$ cat src/rtl/vga_timing_gen.sv
// Parametrised VGA raster timing generator with look-ahead coordinates,
// pixel-clock enable, line/frame start strobes and a gated colour output stage.
module vga_timing_gen #(
  parameter int unsigned COLOR_BITS  = 3,
  parameter int unsigned COUNT_BITS  = 12,
  parameter int unsigned H_VISIBLE   = 640,
  parameter int unsigned H_FRONT     = 18,
  parameter int unsigned H_SYNC      = 92,
  parameter int unsigned H_BACK      = 50,
  parameter int unsigned V_VISIBLE   = 480,
  parameter int unsigned V_FRONT     = 10,
  parameter int unsigned V_SYNC      = 2,
  parameter int unsigned V_BACK      = 33,
  parameter bit          HSYNC_POL   = 1'b0,
  parameter bit          VSYNC_POL   = 1'b0,
  parameter int unsigned LEAD_CYCLES = 2
) (
  input  logic                  i_Clk,
  input  logic                  i_Reset,
  input  logic                  i_Pix_En,
  input  logic [COLOR_BITS-1:0] i_Red,
  input  logic [COLOR_BITS-1:0] i_Grn,
  input  logic [COLOR_BITS-1:0] i_Blu,
  output logic [COUNT_BITS-1:0] o_X,
  output logic [COUNT_BITS-1:0] o_Y,
  output logic [COUNT_BITS-1:0] o_HCounter,
  output logic [COUNT_BITS-1:0] o_VCounter,
  output logic                  o_Active,
  output logic                  o_HSync,
  output logic                  o_VSync,
  output logic [COLOR_BITS-1:0] o_Red,
  output logic [COLOR_BITS-1:0] o_Grn,
  output logic [COLOR_BITS-1:0] o_Blu,
  output logic                  o_Frame_Start,
  output logic                  o_Line_Start
);

  localparam int unsigned HTotal = H_VISIBLE + H_FRONT + H_SYNC + H_BACK;
  localparam int unsigned VTotal = V_VISIBLE + V_FRONT + V_SYNC + V_BACK;

  localparam logic [COUNT_BITS-1:0] HLast       = COUNT_BITS'(HTotal - 1);
  localparam logic [COUNT_BITS-1:0] VLast       = COUNT_BITS'(VTotal - 1);
  localparam logic [COUNT_BITS-1:0] HVis        = COUNT_BITS'(H_VISIBLE);
  localparam logic [COUNT_BITS-1:0] VVis        = COUNT_BITS'(V_VISIBLE);
  localparam logic [COUNT_BITS-1:0] HSyncStart  = COUNT_BITS'(H_VISIBLE + H_FRONT);
  localparam logic [COUNT_BITS-1:0] HSyncEnd    = COUNT_BITS'(H_VISIBLE + H_FRONT + H_SYNC);
  localparam logic [COUNT_BITS-1:0] VSyncStart  = COUNT_BITS'(V_VISIBLE + V_FRONT);
  localparam logic [COUNT_BITS-1:0] VSyncEnd    = COUNT_BITS'(V_VISIBLE + V_FRONT + V_SYNC);
  localparam logic [COUNT_BITS-1:0] LeadX       = COUNT_BITS'(LEAD_CYCLES);
  localparam logic [COUNT_BITS-1:0] CountZero   = '0;

  logic [COUNT_BITS-1:0] h_q, h_d, v_q, v_d;
  logic [COUNT_BITS-1:0] x_q, x_d, y_q, y_d;
  logic                  active_q, active_d;
  logic                  hsync_q, hsync_d;
  logic                  vsync_q, vsync_d;
  logic [COLOR_BITS-1:0] red_q, red_d, grn_q, grn_d, blu_q, blu_d;
  logic                  line_start_q, line_start_d;
  logic                  frame_start_q, frame_start_d;

  always_comb begin
    h_d           = h_q;
    v_d           = v_q;
    x_d           = x_q;
    y_d           = y_q;
    active_d      = active_q;
    hsync_d       = hsync_q;
    vsync_d       = vsync_q;
    red_d         = red_q;
    grn_d         = grn_q;
    blu_d         = blu_q;
    // Strobes default low so they self-clear on every clock edge.
    line_start_d  = 1'b0;
    frame_start_d = 1'b0;

    if (i_Pix_En) begin
      if (h_q == HLast) begin
        h_d = CountZero;
        v_d = (v_q == VLast) ? CountZero : v_q + 1'b1;
      end else begin
        h_d = h_q + 1'b1;
      end

      // Look-ahead pair uses the same wrap rules, offset by LeadX from reset.
      if (x_q == HLast) begin
        x_d = CountZero;
        y_d = (y_q == VLast) ? CountZero : y_q + 1'b1;
      end else begin
        x_d = x_q + 1'b1;
      end

      active_d      = (h_q < HVis) && (v_q < VVis);
      hsync_d       = ((h_q >= HSyncStart) && (h_q < HSyncEnd)) ? HSYNC_POL : ~HSYNC_POL;
      vsync_d       = ((v_q >= VSyncStart) && (v_q < VSyncEnd)) ? VSYNC_POL : ~VSYNC_POL;
      red_d         = i_Red;
      grn_d         = i_Grn;
      blu_d         = i_Blu;
      line_start_d  = (h_q == CountZero);
      frame_start_d = (h_q == CountZero) && (v_q == CountZero);
    end
  end

  always_ff @(posedge i_Clk or posedge i_Reset) begin
    if (i_Reset) begin
      h_q           <= '0;
      v_q           <= '0;
      x_q           <= LeadX;
      y_q           <= '0;
      active_q      <= 1'b0;
      hsync_q       <= ~HSYNC_POL;
      vsync_q       <= ~VSYNC_POL;
      red_q         <= '0;
      grn_q         <= '0;
      blu_q         <= '0;
      line_start_q  <= 1'b0;
      frame_start_q <= 1'b0;
    end else begin
      h_q           <= h_d;
      v_q           <= v_d;
      x_q           <= x_d;
      y_q           <= y_d;
      active_q      <= active_d;
      hsync_q       <= hsync_d;
      vsync_q       <= vsync_d;
      red_q         <= red_d;
      grn_q         <= grn_d;
      blu_q         <= blu_d;
      line_start_q  <= line_start_d;
      frame_start_q <= frame_start_d;
    end
  end

  assign o_X           = x_q;
  assign o_Y           = y_q;
  assign o_HCounter    = h_q;
  assign o_VCounter    = v_q;
  assign o_Active      = active_q;
  assign o_HSync       = hsync_q;
  assign o_VSync       = vsync_q;
  assign o_Red         = red_q & {COLOR_BITS{active_q}};
  assign o_Grn         = grn_q & {COLOR_BITS{active_q}};
  assign o_Blu         = blu_q & {COLOR_BITS{active_q}};
  assign o_Frame_Start = frame_start_q;
  assign o_Line_Start  = line_start_q;

endmodule

$ cat config.mk
export PLATFORM = sky130hd
export DESIGN_NAME = vga_timing_gen
export DESIGN_NICKNAME = d
export VERILOG_FILES = /design/src/rtl/vga_timing_gen.sv
export SDC_FILE = /design/constraint.sdc
export NUM_CORES = 1
export LEC_CHECK = 0
export CORE_MARGIN = 1
export CORE_UTILIZATION = 30
export DETAILED_ROUTE_END_ITERATION = 8
export HOLD_SLACK_MARGIN = 0.1
export PLACE_DENSITY = 0.58
export REMOVE_ABC_BUFFERS = 1
export SETUP_SLACK_MARGIN = 0.15
export SYNTH_ARGS = -nofsm -noshare
export SYNTH_HDL_FRONTEND = slang
export SYNTH_SLANG_ARGS = --single-unit
$ cat constraint.sdc
create_clock -name i_Clk -period 2.6 [get_ports i_Clk]
set_input_delay 0.39 -clock i_Clk [delete_from_list [all_inputs] [get_ports i_Clk]]
set_output_delay 0.39 -clock i_Clk [all_outputs]
set_load 0.02 [all_outputs]
==> out/qor.yml <==
syn_inst: 301
p_leak_nw: 1.73
avgRoutedWirePerCell_um: 14.2
core_sq_mm: 0.00986
ys_top_cells_by_area: "dfrtp_1, xnor2_1, nand3_1, mux2_2, nand4_1"
ys_warn_count: 0
dpl_cell_area_sq_mm: 0.00400
setup-violations-final: 0
synth_xor_area_frac: 0.0880
portBuffers: 73
cts.hold.buffers_added: 0
std_cell_rows: 36
first_pass_iters: 4
synth_edf_count: 0
synth_top_family_by_area: "simple AND/OR/NAND/NOR gates"
worstSetupEndpointType: "output port"
cts_resized: 0
ir_worst_vdd_mv: 0.458
fin_tns_setup_ns: 0
fmax_mhz: 487
grt_pass1_wl_mm: 12.5
rsz0062_at_grt: "no"
finalCritPeriodShare: 0.790
status: "complete, no violations"
clock_latency_ns: 0.34
ioPinCount: 74
timing.max_cap.violations: 0
slowest_delay_ns: 0.60
layout-drive-gt1-share: 0.0902
max_slew_margin: 0.659
drt_iter0_drc: 48
hpwl_mm: 5.11
clockBufferDepth: 2
critPathSlowestCell: "clkdlybuf4s50_1"
grt_overflow: 0
finalInstanceArea_sq_mm: 0.00417
syn2layout_area_growth_pct: 35.2
fin_crit_ns: 2.05
slew_violations: 0
synthFlopType: "dfrtp_1"
powerDensity_mw_per_mm2: 685
drc: 0
synth_compound_area_frac: 0.0556
clock_sinks: 62
hold_path.class: "primary input to asynchronous set/reset pin"
cp.arrival_ns: 1.66
ctsHtreeMaxLevel: 3
path_delay_family: "buffers and inverters"
total_power_w: 0.00286
cp.required_ns: 2.21
synthArstFlopShare: 1.00
crit_chain: "and2_1 -> clkdlybuf4s50_1"
start_util: 0.313
max_slew.worst_pin.slew_ns: 0.505
grt_max_degree: 63
grt_pass1_vias: 2534
crit_fanout: 11
postCtsSetupBuffers: 0
dieArea_sq_mm: 0.0107
synth_area_per_cell_sq_um: 10.3
ys_ff_latch: 62
ys_types: 39
antenna_found_initial: 0
crit_start: "o_Active"
final_antenna_net_count: 0
viasPerCell: 4.84
clock_skew_ns: 0.00575
syn-cell-area_sq_mm: 0.00309
cts-root-buf: "clkbuf_8"
startpoint_type: "flip-flop"
die_h_um: 103
n_antenna_cell: 0
synth_area_leader_cell: "dfrtp_1"
fin_util: 0.423
cts_tree: "built"
layout.nets: 402
fp.dieW_um: 103
yosysMostFrequentCell: "dfrtp_1"
yosysSeqAreaShare: 0.504
routed_wl_mm: 7.38
netlist.area_leader.share: 0.479
grtUsageTotal: 0.152
ys_top_cells_by_count: "dfrtp_1, nand3_1, xnor2_1"
clkTransAtPathRegs_ns: 0.07
critPathKind: "flip-flop to output port"
r2r_start: "o_X[1]"
synthAdderAreaFrac: 0.0284
place.gp.congestion: 0.848
synth_simple_gate_area_frac: 0.239
cts_buffers: 9
synthMuxAreaShare: 0.0491
dr_total_vias: 2524
hold_viol_final: 0
path_buf_inv: 1
-- worst reg2reg max path: stages, from the launching register on --
cell and delay (ns):
dfstp_2 0.57, ha_1 0.17, and4_1 0.33, nand4_1 0.16
or4_1 0.54, xnor2_1 0.15
-- report_power, final --
group	switching (W)	internal [W]	total [W]
registers	0.000211	0.00110	0.00131
logic	0.000396	0.000392	0.000787
clock network	0.000364	0.000399	0.000763
-- sequential cells by signal (all words and copies together), names as in the netlist --
register	count
o_HCounter	12
o_VCounter	12
o_X	12
o_Y	12
blu_q	3
grn_q	3
red_q	3
o_Active	1
o_Frame_Start	1
o_HSync	1
o_Line_Start	1
o_VSync	1
-- layer usage --
layer  GRT usage  wire length, um
met4      0.0498               88
met3      0.0390              315
met2       0.238             3370
met1       0.206             3600
met5           0                0
-- final timing paths --
kind,end,slack (ns),cells after the start
setup / recovery,o_Blu[2],0.55,2
hold / removal,o_HCounter[4],0.45,3
setup reg to reg,o_Y[8],0.58,5
hold reg to reg,o_HSync,0.49,2
max in group asynchronous,o_VSync,1.84,3
min in group i_Clk,o_HSync,0.49,2
-- kinds of logic after synthesis --
logic type	Yosys count
adder cells (fa/ha/maj)	7
AND/OR/NAND/NOR	132
XOR/XNOR	31
multiplexers	14
AO/OA/AOI/OAI	29
buffers and inverters	26
flip-flops	62
-- cell usage in the layout, fill, tap and decap left out, types with 2 or more instances in the layout --
cell type        instances
a21boi_0                 3
buf_4                    6
nor3_1                  12
clkbuf_1                 4
a31oi_1                  6
and4_1                   5
mux2_2                   9
nand3_1                 25
and3_1                   7
clkbuf_8                11
a21oi_1                  4
xor2_1                   9
nand4_1                 15
nand2_1                 17
nor2_1                  21
dfrtp_1                 59
and2_1                  10
nor4_1                   2
ha_1                     7
inv_1                   16
o21ai_0                 13
nor4bb_1                 4
xnor2_1                 22
or3_1                    6
dfstp_2                  3
mux2i_1                  5
clkdlybuf4s50_1         73
-- through the flow --
stage,instances,hold slack [ns],setup WS (ns)
after detailed placement,505,0.487,0.286
after floorplan,292,0.440,0.366
after global routing,521,0.490,0.421
after CTS,521,0.460,0.477
after global placement,505,0.479,0.345
final,521,0.452,0.546
-- cell type report --
class,instances,area [sq um]
Sequential cell,62,1560
Inverter,17,63.8
Multi-Input combinational cell,213,1420
Clock buffer,15,166
Clock inverter,1,5.00
Fill cell,993,5690
Timing Repair Buffer,80,796
Tap cell,133,166
Note: power is estimated with default switching activity, not from simulation.
